$ cat config.mk
export PLATFORM = sky130hd
export DESIGN_NAME = branch_resolve_unit
export DESIGN_NICKNAME = d
export VERILOG_FILES = /design/src/rtl/bru_pkg.sv /design/src/rtl/bru_fifo.sv /design/src/rtl/branch_resolve_unit.sv
export SDC_FILE = /design/constraint.sdc
export NUM_CORES = 1
export LEC_CHECK = 0
export ABC_AREA = 1
export BUFFER_PORTS_ARGS = -buffer_cell sky130_fd_sc_hd__buf_2
export CAP_MARGIN = 10
export CORE_ASPECT_RATIO = 1.5
export CORE_MARGIN = 1.5
export CORE_UTILIZATION = 55
export DETAILED_ROUTE_END_ITERATION = 8
export HOLD_SLACK_MARGIN = 0.12
export PLACE_DENSITY = 0.83
export SLEW_MARGIN = 20
export SYNTH_ARGS = -nofsm -noshare
export SYNTH_HDL_FRONTEND = slang
export SYNTH_SLANG_ARGS = --single-unit
$ cat constraint.sdc
create_clock -name clk -period 9.71 [get_ports clk]
set_input_delay 0.4855 -clock clk [delete_from_list [all_inputs] [get_ports clk]]
set_output_delay 0.4855 -clock clk [all_outputs]
set_load 0.01 [all_outputs]
$ cat src/rtl/bru_pkg.sv
// Shared types and helpers for the branch resolve unit.
// The entry PC/target width is fixed here and must match the PC_W parameter of the top.
package bru_pkg;

  localparam int BRU_PC_W   = 32;
  localparam int INSN_BYTES = 4;

  typedef struct packed {
    logic [BRU_PC_W-1:0] pc;
    logic [BRU_PC_W-1:0] target;
    logic                taken;
  } pred_entry_t;

  // The predicted target only matters when both prediction and outcome are taken.
  function automatic logic is_mispredict(pred_entry_t e, logic taken, logic [BRU_PC_W-1:0] target);
    return (e.taken != taken) || (e.taken && taken && (e.target != target));
  endfunction

endpackage

$ cat src/rtl/bru_fifo.sv
// In-order circular queue of in-flight predictions with push, pop and flush.
// A flush clears the whole queue and wins over a same-cycle push.
module bru_fifo
  import bru_pkg::*;
#(
  parameter int DEPTH = 4
) (
  input  logic                     clk,
  input  logic                     rst,
  input  logic                     push,
  input  logic                     pop,
  input  logic                     flush,
  input  pred_entry_t              wdata,
  output pred_entry_t              head,
  output logic                     full,
  output logic                     empty,
  output logic [$clog2(DEPTH):0]   count
);

  localparam int AW = $clog2(DEPTH);
  localparam int CW = AW + 1;

  pred_entry_t     mem [DEPTH];
  logic [AW-1:0]   wr_ptr, rd_ptr;
  logic [CW-1:0]   cnt;
  logic            do_push, do_pop;

  assign full    = (cnt == CW'(DEPTH));
  assign empty   = (cnt == '0);
  assign count   = cnt;
  assign head    = mem[rd_ptr];
  assign do_push = push && !full;
  assign do_pop  = pop && !empty;

  always_ff @(posedge clk) begin
    if (do_push && !flush) mem[wr_ptr] <= wdata;
  end

  always_ff @(posedge clk) begin
    if (rst || flush) begin
      wr_ptr <= '0;
      rd_ptr <= '0;
      cnt    <= '0;
    end else begin
      if (do_push) wr_ptr <= wr_ptr + AW'(1);
      if (do_pop)  rd_ptr <= rd_ptr + AW'(1);
      case ({do_push, do_pop})
        2'b10:   cnt <= cnt + CW'(1);
        2'b01:   cnt <= cnt - CW'(1);
        default: cnt <= cnt;
      endcase
    end
  end

endmodule

$ cat src/rtl/branch_resolve_unit.sv
// Compares queued branch predictions against executed outcomes, redirects fetch on a miss
// and trains the predictor. Define BRU_STATS_EN to add saturating branch/mispredict counters.
module branch_resolve_unit
  import bru_pkg::*;
#(
  parameter int PC_W  = BRU_PC_W,
  parameter int DEPTH = 4,
  parameter int CNT_W = 16
) (
  input  logic                     clk,
  input  logic                     rst,
  input  logic                     pred_valid,
  output logic                     pred_ready,
  input  logic                     pred_taken,
  input  logic [PC_W-1:0]          pred_pc,
  input  logic [PC_W-1:0]          pred_target,
  input  logic                     res_valid,
  input  logic                     res_taken,
  input  logic [PC_W-1:0]          res_target,
  output logic                     mispredict,
  output logic [PC_W-1:0]          redirect_pc,
  output logic                     upd_valid,
  output logic [PC_W-1:0]          upd_pc,
  output logic                     upd_taken,
  output logic                     res_error,
`ifdef BRU_STATS_EN
  output logic [CNT_W-1:0]         branch_cnt,
  output logic [CNT_W-1:0]         mispred_cnt,
`endif
  output logic [$clog2(DEPTH):0]   occupancy
);

  pred_entry_t head, wdata;
  logic        full, empty;
  logic        do_push, do_pop, miss;

  // pred_ready comes from the registered count, so a full queue never takes a push.
  assign pred_ready = !full;
  assign do_push    = pred_valid && pred_ready;
  assign do_pop     = res_valid && !empty;
  assign miss       = do_pop && is_mispredict(head, res_taken, res_target);
  assign wdata      = '{pc: pred_pc, target: pred_target, taken: pred_taken};

  bru_fifo #(.DEPTH(DEPTH)) u_fifo (
    .clk   (clk),
    .rst   (rst),
    .push  (do_push),
    .pop   (do_pop),
    .flush (miss),
    .wdata (wdata),
    .head  (head),
    .full  (full),
    .empty (empty),
    .count (occupancy)
  );

  always_ff @(posedge clk) begin
    if (rst) begin
      mispredict  <= 1'b0;
      redirect_pc <= '0;
      upd_valid   <= 1'b0;
      upd_pc      <= '0;
      upd_taken   <= 1'b0;
      res_error   <= 1'b0;
    end else begin
      upd_valid  <= do_pop;
      mispredict <= miss;
      if (do_pop) begin
        upd_pc    <= head.pc;
        upd_taken <= res_taken;
      end
      if (miss) redirect_pc <= res_taken ? res_target : head.pc + PC_W'(INSN_BYTES);
      if (res_valid && empty) res_error <= 1'b1;
    end
  end

`ifdef BRU_STATS_EN
  always_ff @(posedge clk) begin
    if (rst) begin
      branch_cnt  <= '0;
      mispred_cnt <= '0;
    end else begin
      if (do_pop && (branch_cnt != '1)) branch_cnt  <= branch_cnt + CNT_W'(1);
      if (miss && (mispred_cnt != '1))  mispred_cnt <= mispred_cnt + CNT_W'(1);
    end
  end
`endif

endmodule

==> summary.md <==
| Metric | Value |
|---|---|
| Synth Register Bits | 337 |
| Clock skew | 0.0159 ns |
| First drt pass iteration count | 6 |
| Post-Synthesis Cell Area | 14500 um^2 |
| Crit path max fanout | 73 |
| CP endpoint kind | flip-flop |
| Sequential Power Share | 42.2% |
| Number of CTS-inserted buffers | 29 |
| Crit Reg-Reg Endpoint | u_fifo.mem[3][48] |
| IO Count | 174 |
| Count of different cell masters after synthesis | 37 |
| Sw Pwr | 1.70 mW |
| First-pass GRT wire length | 56.6 mm |
| Initial antenna violation count | 1 |
| RSZ-0062 raised after global routing | no |
| Die width | 136 um |
| Highest Clock Rate | 201 MHz |
| Crit path largest cell delay | 0.76 ns |
| DRC errors left | 0 |
| Worst setup SP type | flip-flop |
| Vias in the first global route | 10649 |
| Seq/Total Area, Yosys | 64.3% |
| Iter 0 DRT Violations | 981 |
| Pins over their slew limit | 0 |
| Setup TNS Final | 0 ns |
| Worst path cell trace | buf_4 > nand2_1 > nand3_1 > nand3_1 > nand2_1 > nand2_1 > nor2_1 > nand2_1 > nor2_1 > nand2_1 > nand2_1 > nand2_2 > nand2_4 > nand2_1 > nor2_4 > buf_4 |
| Peak supply drop | 210 uV |
| DR vias | 11171 |
| Number of flops mapped to enable cells by yosys | 260 |
| Layout filler cell count | 1960 |
| Post-CTS setup buffer count | 0 |
| Post-Syn Instances | 1469 |
| Maxcap violations | 0 |
| Top cell type's share of synthesized area | 53.7% |
| Routed WL | 37.4 mm |
| GRT overflow | 0 |
| HPWL after detailed placement | 24.7 mm |
| Clock tree sinks | 337 |
| Worst Hold Depth | 1 |
| Num rows | 72 |
| Post-route cell area | 16500 um^2 |
| FF-to-FF setup slack | 4.73 ns |
| Area growth, synth to finish | 13.5% |
| Cell family with most CP delay | simple AND/OR/NAND/NOR gates |
| Final ANT Viol Nets | 0 |
| Synth Area per Inst | 9.90 um^2 |
| Register-to-Register Path Depth | 16 |
| Clock transition at path regs | 0.07 ns |
| Register area | 9350 um^2 |
| Max Buffers Root-to-Sink | 3 |
| Full die area | 27400 um^2 |
| Total number of yosys warnings | 0 |
| Hold Path End | u_fifo.mem[1][0] |
| Chip height | 202 um |
| Period minus WS final | 4.98 ns |
| Cell repeated most along the worst path | nand2_1 |
| WS Path Type | reg2reg |
| PwrDens | 281 nW/um^2 |
| Syn nets | 1579 |
| Tightest Pin Transition | 1.03 ns |
| Hold WC Path Type | in2reg |
| Period Utilization, post-route | 51.2% |
| Status | completed |
| Setup WS pre-CTS | 4.79 ns |
| Int Power | 2.95 mW |
| Core outline area | 25900 um^2 |
| Critical path required time | 9.90 ns |
| Multi-input logic area | 4490 um^2 |
| Slowest CP cell | buf_4 |
| HP Start | pred_taken |
| Met2 wire length | 18.8 mm |
| Synth top area cells | edfxtp_1 (54%), nand2_1 (13%), dfxtp_1 (11%) |
| Switching share of power | 36.5% |
| Clock H-tree levels | 1 |
| Port Buf Inserts | 173 |
| Async S/R FF share, synth | 0% |
| Pin count of the biggest net entering global routing | 135 |
| Initial Utilization | 56.2% |
| Routed wl met3 | 2.96 mm |
| Worst EP arrival | 5.16 ns |
| Root buf cell | clkbuf_16 |
| Final Net Count | 1722 |
| Power share of the clock group | 25.9% |
| Vias per cell | 5.67 |
| CTS tree | done |
| Worst-skew pair later-pin latency | 0.58 ns |
| DR WL/cell | 19.0 um |
| Total GRT Usage | 27.2% |
| P_leak | 6.87 nW |
| Slew headroom | 31.1% |
| Layout cells sized above 1 | 15.6% |
| Top FF cell, synth | edfxtp_1 |
| Cell Area, Placed | 15500 um^2 |
| Top layer in use | met4 |
| PnR worst setup slack | 4.73 ns |
| Metal-1 WL | 13.5 mm |
| Gp weighted congestion | 0.915 |
| CP bufs+invs | 2 |
| Comb power frac | 31.8% |
| Final Setup Violations | 0 |
| Final Hold Viols | 0 |
| Yosys top cell by area | edfxtp_1 |
-- sequential cells by signal (all words and copies together), names as in the netlist, named ones only --
name and count:
mispredict 1, redirect_pc 32, res_error 1, u_fifo.count 3, u_fifo.mem 260, u_fifo.rd_ptr 2, u_fifo.wr_ptr 2, upd_pc 32
upd_taken 1, upd_valid 1
-- layout make-up --
class	count	share of cell area, %
timing repair buffer	183	5.71
sequential	337	56.7
clock inverter	10	0.621
tap	333	2.52
multi-input combinational	985	27.2
antenna	2	0.0303
clock buffer	43	5.47
inverter	76	1.76
-- what timing repair did --
| item | 4_1_cts | 5_1_grt |
|---|---|---|
| hold buffers | 1 | 0 |
| endpoints found under the hold margin | 4 | 0 |
| resized for setup | 0 | 0 |
-- kinds of logic after synthesis --
family                     Yosys count  share of synthesized area, %
and+or+nand+nor                    852                          25.1
xor gates and xnor gates            13                         0.783
DFF                                337                          64.3
buffers and inverters              147                          5.03
adders and majority gates            8                         0.740
AOI/OAI and AO/OA                  112                          4.02
-- power groups by stage --
stage                     Clock [mW]  Sequential (mW)  Combinational [mW]
after CTS                       1.22             1.96                1.47
final                           1.21             1.96                1.48
after detailed placement           0             1.99                1.46
after global routing            1.26             1.98                1.64
after global placement             0             1.98                1.42
after floorplan                    0             1.99                1.03
-- cell usage after synthesis, types with 10 or more instances --
library cell,count
clkbuf_1,22
xor2_1,10
nand4_1,24
buf_6,14
buf_2,23
inv_1,74
nand2_1,485
dfxtp_1,77
nand3_1,231
buf_4,11
edfxtp_1,260
o21ai_0,60
a21oi_1,36
nor2_1,81
-- through the flow --
stage	cells	total power [mW]	util (%)	hold WS, ns
floorplan	1469	3.02	-	0.468
global placement	1913	3.40	59.9	0.434
detailed placement	1913	3.45	59.9	0.444
CTS	1967	4.65	63.8	0.121
global route	1968	4.89	63.8	0.129
finish	1969	4.64	63.9	0.128
-- routing by layer --
layer	track usage [%]	vias up
met4	15.1	0
met3	4.99	116
met5	0	-
li1	-	5284
met2	46.2	558
met1	32.3	5213
-- worst register-to-register path: cells and delay by family (launching register included) --
family | cells | cell delay, ns
simple gates | 14 | 2.30
buf+inv | 2 | 1.51
flops | 1 | 0.72
-- worst max path at each step --
stage | slack, ns | cells past startpoint | startpoint | end
global route | 4.32 | 17 | flip-flop | u_fifo.mem[1][25]
floorplan | 4.72 | 13 | flip-flop | u_fifo.mem[0][0]
finish | 4.73 | 16 | flip-flop | u_fifo.mem[3][48]
CTS | 4.77 | 16 | flip-flop | u_fifo.mem[1][46]
global placement | 4.93 | 16 | flip-flop | u_fifo.mem[3][37]
detailed placement | 4.79 | 16 | flip-flop | u_fifo.mem[2][40]
-- layout by cell type, fill, tap and decap left out, drive strengths merged, types with 10 or more instances in the layout --
cell    netlist  layout
xor2         10      10
nand3       232     232
nor2         88      88
o21ai        65      65
a21oi        36      36
buf          49     182
dfxtp        77      77
nand2       495     495
inv          76      76
nand4        24      24
edfxtp      260     260
clkbuf       22      43
(Power assumes the default switching activity.)
